File: config.mk
export PLATFORM = sky130hd
export DESIGN_NAME = dec_stage
export DESIGN_NICKNAME = d
export VERILOG_FILES = /design/src/rtl/dec_pkg.sv /design/src/rtl/dec_fields.sv /design/src/rtl/dec_stage.sv
export SDC_FILE = /design/constraint.sdc
export NUM_CORES = 1
export LEC_CHECK = 0
export CAP_MARGIN = 20
export CORE_ASPECT_RATIO = 0.6
export CORE_UTILIZATION = 47
export DETAILED_ROUTE_END_ITERATION = 6
export PLACE_DENSITY = 0.77
export SETUP_SLACK_MARGIN = 0.2
export SYNTH_ARGS = -nofsm -noshare
export SYNTH_HDL_FRONTEND = slang
export SYNTH_SLANG_ARGS = --single-unit
File: constraint.sdc
create_clock -name clk -period 2.8 [get_ports clk]
set_input_delay 0.42 -clock clk [delete_from_list [all_inputs] [get_ports clk]]
set_output_delay 0.42 -clock clk [all_outputs]
set_load 0.01 [all_outputs]
File: src/rtl/dec_pkg.sv
// rtl/dec_pkg.sv - opcode constants, decode classes and decoded control struct for dec_stage
package dec_pkg;

    localparam int OP_R_MAX  = 5;
    localparam int OP_CMP    = 6;
    localparam int OP_RSV_LO = 7;
    localparam int OP_RSV_HI = 10;
    localparam int OP_R_ALT  = 11;
    localparam int OP_LD     = 12;
    localparam int OP_ST     = 13;

    typedef enum logic [2:0] {
        CLS_R,
        CLS_CMP,
        CLS_LD,
        CLS_ST,
        CLS_J,
        CLS_RSV
    } dec_class_e;

    typedef struct packed {
        dec_class_e cls;
        logic       we_rf;
        logic       we_dmem;
        logic       illegal;
    } dec_fields_t;

    // Base classification; the reserved range folds into J here and is
    // overridden by the decoder when the illegal-opcode trap is built in.
    function automatic dec_class_e op_class(input logic [31:0] op);
        if (op <= 32'(OP_R_MAX) || op == 32'(OP_R_ALT)) begin
            return CLS_R;
        end else if (op == 32'(OP_CMP)) begin
            return CLS_CMP;
        end else if (op >= 32'(OP_RSV_LO) && op <= 32'(OP_RSV_HI)) begin
            return CLS_J;
        end else if (op == 32'(OP_LD)) begin
            return CLS_LD;
        end else if (op == 32'(OP_ST)) begin
            return CLS_ST;
        end else begin
            return CLS_J;
        end
    endfunction

endpackage

File: src/rtl/dec_fields.sv
// rtl/dec_fields.sv - combinational instruction splitter: fields, control and read-use mask
// Optional feature macro: DEC_ILLEGAL_EN (ops 7..10 decode as reserved/illegal).
module dec_fields
    import dec_pkg::*;
#(
    parameter int OP_W   = 5,
    parameter int REG_W  = 5,
    parameter int INST_W = 20
) (
    input  logic [INST_W-1:0]      i_inst,
    output dec_fields_t            o_ctl,
    output logic [2:0]             o_use,
    output logic [OP_W-1:0]        o_op,
    output logic [REG_W-1:0]       o_rd,
    output logic [REG_W-1:0]       o_rt,
    output logic [REG_W-1:0]       o_rs,
    output logic [INST_W-OP_W-1:0] o_bamt
);

    logic [31:0] w_opx;
    logic        w_rsv;
    dec_class_e  w_cls;
    logic [REG_W-1:0] w_rd_raw;
    logic [REG_W-1:0] w_rt_raw;
    logic [REG_W-1:0] w_rs_raw;

    assign o_op     = i_inst[INST_W-1 -: OP_W];
    assign w_opx    = 32'(o_op);
    assign w_rd_raw = i_inst[3*REG_W-1 -: REG_W];
    assign w_rt_raw = i_inst[2*REG_W-1 -: REG_W];
    assign w_rs_raw = i_inst[REG_W-1:0];

`ifdef DEC_ILLEGAL_EN
    assign w_rsv = (w_opx >= 32'(OP_RSV_LO)) && (w_opx <= 32'(OP_RSV_HI));
`else
    assign w_rsv = 1'b0;
`endif

    assign w_cls = w_rsv ? CLS_RSV : op_class(w_opx);

    // o_use bit order: {rd, rt, rs}
    always_comb begin
        o_ctl     = '0;
        o_ctl.cls = w_cls;
        o_use     = 3'b000;
        o_rd      = '0;
        o_rt      = '0;
        o_rs      = '0;
        o_bamt    = '0;
        case (w_cls)
            CLS_R, CLS_LD: begin
                o_ctl.we_rf = 1'b1;
                o_use       = 3'b011;
                o_rd        = w_rd_raw;
                o_rt        = w_rt_raw;
                o_rs        = w_rs_raw;
            end
            CLS_CMP: begin
                o_use = 3'b011;
                o_rd  = w_rd_raw;
                o_rt  = w_rt_raw;
                o_rs  = w_rs_raw;
            end
            CLS_ST: begin
                o_ctl.we_dmem = 1'b1;
                o_use         = 3'b110;
                o_rd          = w_rd_raw;
                o_rt          = w_rt_raw;
            end
            CLS_J: begin
                o_bamt = i_inst[INST_W-OP_W-1:0];
            end
            CLS_RSV: begin
                o_ctl.illegal = 1'b1;
            end
            default: begin
                o_ctl.illegal = 1'b0;
            end
        endcase
    end

endmodule

File: src/rtl/dec_stage.sv
// rtl/dec_stage.sv - registered decode stage with valid/ready, load-use interlock, flush, stall counter
// Optional feature macro: DEC_ILLEGAL_EN (handled in dec_fields).
module dec_stage
    import dec_pkg::*;
#(
    parameter int OP_W    = 5,
    parameter int REG_W   = 5,
    parameter int INST_W  = 20,
    parameter int STALL_W = 8
) (
    input  logic                   clk,
    input  logic                   reset,
    input  logic                   flush,
    input  logic                   in_valid,
    output logic                   in_ready,
    input  logic [INST_W-1:0]      inst,
    output logic                   out_valid,
    input  logic                   out_ready,
    output logic [OP_W-1:0]        op,
    output logic [REG_W-1:0]       rd,
    output logic [REG_W-1:0]       rt,
    output logic [REG_W-1:0]       rs,
    output logic [INST_W-OP_W-1:0] bamt,
    output logic                   we_rf,
    output logic                   we_dmem,
    output logic                   illegal,
    output logic [STALL_W-1:0]     stall_count
);

    dec_fields_t             w_ctl;
    logic [2:0]              w_use;
    logic [OP_W-1:0]         w_op;
    logic [REG_W-1:0]        w_rd;
    logic [REG_W-1:0]        w_rt;
    logic [REG_W-1:0]        w_rs;
    logic [INST_W-OP_W-1:0]  w_bamt;
    logic                    w_hazard;
    logic                    w_in_ready;
    logic                    w_accept;
    logic                    w_bubble;

    logic                    r_out_valid;
    dec_class_e              r_cls;
    logic [OP_W-1:0]         r_op;
    logic [REG_W-1:0]        r_rd;
    logic [REG_W-1:0]        r_rt;
    logic [REG_W-1:0]        r_rs;
    logic [INST_W-OP_W-1:0]  r_bamt;
    logic                    r_we_rf;
    logic                    r_we_dmem;
    logic                    r_illegal;
    logic [STALL_W-1:0]      r_stall;

    dec_fields #(
        .OP_W   (OP_W),
        .REG_W  (REG_W),
        .INST_W (INST_W)
    ) u_fields (
        .i_inst (inst),
        .o_ctl  (w_ctl),
        .o_use  (w_use),
        .o_op   (w_op),
        .o_rd   (w_rd),
        .o_rt   (w_rt),
        .o_rs   (w_rs),
        .o_bamt (w_bamt)
    );

    // Held load's destination against whatever the incoming word reads;
    // evaluated regardless of in_valid so in_ready stays low across the stall.
    assign w_hazard = r_out_valid && (r_cls == CLS_LD) &&
                      ((w_use[2] && (r_rd == w_rd)) ||
                       (w_use[1] && (r_rd == w_rt)) ||
                       (w_use[0] && (r_rd == w_rs)));

    assign w_in_ready = (!r_out_valid || out_ready) && !w_hazard && !flush;
    assign w_accept   = in_valid && w_in_ready;
    assign w_bubble   = in_valid && w_hazard;

    always_ff @(posedge clk) begin
        if (reset) begin
            r_out_valid <= 1'b0;
            r_cls       <= CLS_R;
            r_op        <= '0;
            r_rd        <= '0;
            r_rt        <= '0;
            r_rs        <= '0;
            r_bamt      <= '0;
            r_we_rf     <= 1'b0;
            r_we_dmem   <= 1'b0;
            r_illegal   <= 1'b0;
            r_stall     <= '0;
        end else if (flush) begin
            r_out_valid <= 1'b0;
        end else if (w_accept) begin
            r_out_valid <= 1'b1;
            r_cls       <= w_ctl.cls;
            r_op        <= w_op;
            r_rd        <= w_rd;
            r_rt        <= w_rt;
            r_rs        <= w_rs;
            r_bamt      <= w_bamt;
            r_we_rf     <= w_ctl.we_rf;
            r_we_dmem   <= w_ctl.we_dmem;
            r_illegal   <= w_ctl.illegal;
        end else if (out_ready && r_out_valid) begin
            r_out_valid <= 1'b0;
            if (w_bubble && (r_stall != {STALL_W{1'b1}})) begin
                r_stall <= r_stall + 1'b1;
            end
        end
    end

    assign in_ready    = w_in_ready;
    assign out_valid   = r_out_valid;
    assign op          = r_op;
    assign rd          = r_rd;
    assign rt          = r_rt;
    assign rs          = r_rs;
    assign bamt        = r_bamt;
    assign we_rf       = r_we_rf;
    assign we_dmem     = r_we_dmem;
    assign illegal     = r_illegal;
    assign stall_count = r_stall;

endmodule

==> results list <==
* Leakage power total: 0.00133 uW
- Fill cells in the final layout number 400.
- Worst Path Required: 3.04 ns
- The root buffer cell chosen for the clock tree is sky130_fd_sc_hd__clkbuf_8.
- For the worst setup path, the data arrival time is between 2 and 3 ns.
* Critical setup path kind: primary input to register
- After detailed routing, the total wire length is approximately 7000 um.
- For this run, the top clock speed supported by timing is about 400 MHz.
* Input/output buffers: around 70
- After detailed routing, the wire length on met1 is approximately 3500 um.
- Across the VDD grid, the largest voltage drop is 0.282 mV.
- The biggest area contributor in the post-synthesis netlist is sky130_fd_sc_hd__dfxtp_1.
- Cell with the largest stage delay on the worst path: sky130_fd_sc_hd__clkdlybuf4s50_1
- Total power draw: approximately 1500 uW
- Total area of multi-input combinational cells: between 1000 and 1500 um2
* Tightest Pin Transition: about 0.5 ns
- After synthesis, the largest area contributor takes up between 40 and 50% of total cell area.
- After routing the design area is 3660 um2.
- By area the synthesized netlist is led by sky130_fd_sc_hd__dfxtp_1 40%, sky130_fd_sc_hd__nand2b_1 8.3%, sky130_fd_sc_hd__a21oi_1 7.7%, sky130_fd_sc_hd__nand3_1 6.9%, sky130_fd_sc_hd__mux2i_1 4.0%.
* Ys Warns: 0
- The repair_antennas step left the layout with diodes totalling 0.
- First-pass GRT wire length: between 10,000 and 15,000 um
- Clock-pin slew was measured on the worst setup and hold paths at 0.10 ns.
- On the final layout, the worst clock skew is 0.0146 ns.
- Maximum level of the CTS H-tree: 2
* Total iterations of the first detailed-routing run: 5
- Across every metal layer, demand over resource in global routing totals between 20% and 30%.
- Final critical-path share of the clock period: 89.1%
- Uppermost routed layer: met4
- Of the cells placed in the final design, the portion with a size suffix greater than 1 is 17.2%.
- Critical Path Start Type: primary input
* Number of enable-type register cells in the synthesized netlist: 0
- In this run, CTS created clock tree buffers numbering 5.
* Sinks on Clock Net: 50
- In the synthesized netlist the async set-or-reset flop fraction comes to 0%.
- After detailed routing, the average wire length per cell comes to 16.0 um.
- Commonest cells in the synthesized netlist: 50 x sky130_fd_sc_hd__dfxtp_1, 38 x sky130_fd_sc_hd__a21oi_1, 34 x sky130_fd_sc_hd__nand3_1
- In this run the count of I/O pins placed on the die edge is 73.
- Post-cts hold buffer count: 0
- Final Hold Slack: 0.389 ns
- Setup total negative slack on the finished layout was measured at 0 ns.
* DR DRC count: 0
- Final critical-path required period: 2.49 ns
- Entering global routing, the biggest net connects 45 pins.
- Traced cell by cell, the critical path runs through clkdlybuf4s50_1, nor4bb_1, o21ai_1, a221oi_2, buf_4, nor4_4, buf_6, buf_12, buf_16, nand2b_1, a21oi_1.
* Power Dens Cells: approximately 420 nW/um2
- In this run, distinct cell masters in the synthesized netlist total 43.
* Vias: around 2,400
* Netlist Area Pre-Place: about 2500 um2
* Maximum number of buffers from clock root to sink: 2
* Max_cap viols: 0
* Die Area: between 5000 and 6000 um2
- The worst setup path is captured at a register.
- Primary flip-flop cell chosen by synthesis mapping: sky130_fd_sc_hd__dfxtp_1
* Unrepaired setup endpoints after global routing: no
* Largest stage delay, worst path: roughly 0.55 ns
- Met2 routed WL: between 2000 and 3000 um
* Number of antenna violations at the first check in global routing: 0
* Remaining global-route overflow: 0
- The initial utilization of the core area, before any placement, comes to between 40% and 50%.
- Clock tree from TritonCTS: done
- Core ar.: 5050 um2
- Yosys instantiated no cell more often than sky130_fd_sc_hd__dfxtp_1.
- Syn-to-layout area delta: 47.8%
* Mean area per synthesized cell: a little under 9 um2
- The number of nets handed over by synthesis was between 300 and 400.
- The congestion estimate from routability-driven global placement came to approximately 0.89.
* DRC violation total after the first TritonRoute iteration: 99
- Placed inst area: about 3400 um2
- After synthesis, flip-flops and latches occupy between 40% and 50% of the total area.
- Row generation in the floorplan step produced 20 rows.
* Slew Limit Headroom: between 60% and 70%
- Final HPWL from detailed placement: between 4000 and 5000 um
- Sequential cell area: 1000 um2
- The number of max-slew violations in the final report was 0.
- Detailed routing placed a total of between 500 and 600 um of wire on met3.
* Avg Vias per Cell: roughly 5.4
* Count of final setup violators: 0
- The number of global-route vias before repair came to around 2,200.
* Outcome: finished clean
- Synthesis-stage register bit count: 50
* Number of standard cells after synthesis: about 290
* Top fanout value on the critical path: 22
- Clk Latency, worst-skew pair: 0.31 ns
- The detail route stage leaves a number of antenna-violating nets equal to 0.
- The die is roughly 58 um tall.
- In the final design database the tool counted 404 nets.
- Measured along the x axis, the die boundary spans roughly 96 um.
* Kind of path behind the tightest hold check: primary input to register
- Final Hold Viols: 0
-- layout make-up --
class                           count  area share [%]
Clock buffer                        7            2.09
Clock inverter                      1           0.821
Inverter                            4           0.410
Multi-Input combinational cell    208            37.8
Tap cell                           66            2.26
Sequential cell                    50            27.4
Timing Repair Buffer              109            29.3
-- layer usage --
layer / GRT usage [%] / vias up
met3: 7.87 / 10
met2: 38.5 / 90
li1: - / 1180
met4: 9.38 / 0
met1: 39.4 / 1144
met5: 0 / -
-- cell usage in the layout, fill, tap and decap left out, types with 3 or more instances in the layout --
cell / instances
sky130_fd_sc_hd__a21oi_1: 35
sky130_fd_sc_hd__a21oi_2: 3
sky130_fd_sc_hd__buf_4: 30
sky130_fd_sc_hd__clkbuf_8: 5
sky130_fd_sc_hd__clkdlybuf4s50_1: 65
sky130_fd_sc_hd__dfxtp_1: 50
sky130_fd_sc_hd__dlymetal6s2s_1: 3
sky130_fd_sc_hd__inv_1: 4
sky130_fd_sc_hd__mux2i_1: 10
sky130_fd_sc_hd__nand2_1: 6
sky130_fd_sc_hd__nand2b_1: 32
sky130_fd_sc_hd__nand3_1: 34
sky130_fd_sc_hd__nor2_1: 20
sky130_fd_sc_hd__nor2b_1: 3
sky130_fd_sc_hd__nor3_1: 5
sky130_fd_sc_hd__o21ai_0: 3
sky130_fd_sc_hd__or3_1: 4
sky130_fd_sc_hd__xnor2_1: 7
sky130_fd_sc_hd__xor2_1: 7
-- timing repair --
action,CTS,global route
resized for setup,18,14
setup endpoints to repair,47,50
buffers inserted,3,1
cloned,3,0
pin swaps,4,5
-- through the flow --
stage | instances | setup slack (ns) | util (%)
final | 445 | 0.305 | 72.4
after global routing | 445 | 0.201 | 72.4
after CTS | 444 | 0.163 | 71.7
after detailed placement | 430 | -0.444 | 66.7
after global placement | 430 | -0.370 | 66.7
after floorplan | 285 | 0.323 | -
-- critical path: cells and delay by family --
family                 cells  cell delay (ns)
AND/OR/NAND/NOR            3             0.55
buffers and inverters      5             1.15
AO/OA/AOI/OAI              3             0.61
-- power by group --
group | switching, uW | internal, uW | total (uW)
clock network | 236 | 268 | 503
logic | 134 | 154 | 288
registers | 15.0 | 730 | 745
total | 385 | 1150 | 1540
-- flip-flops by register name (all words and copies together) (netlist names) --
register,count
bamt,15
we_dmem,1
out_valid,1
stall_count,8
we_rf,1
op,5
illegal,1
r_cls,3
rt,5
rd,5
rs,5
-- cell families (layout without fill, tap and decap cells) --
group	after synthesis	in the layout	synth area share (%)
XOR/XNOR	14	14	4.95
flip-flops	50	50	40.4
AND/OR/NAND/NOR	122	122	27.8
buffers and inverters	27	121	6.72
adder cells (fa/ha/maj)	1	1	0.505
multiplexers	12	12	5.10
AO/OA/AOI/OAI	59	59	14.5
-- path summary, 6_finish.rpt --
| check | startpoint | endpoint | slack, ns | cells after the start |
|---|---|---|---|---|
| worst min-delay path | reset | stall_count[3] | 0.39 | 2 |
| worst min register to register | bamt[13] | bamt[13] | 0.48 | 2 |
| worst max register to register | rd[4] | bamt[10] | 0.42 | 10 |
| worst max-delay path | inst[14] | rs[4] | 0.31 | 11 |
Power figures use the tool's default switching activity.
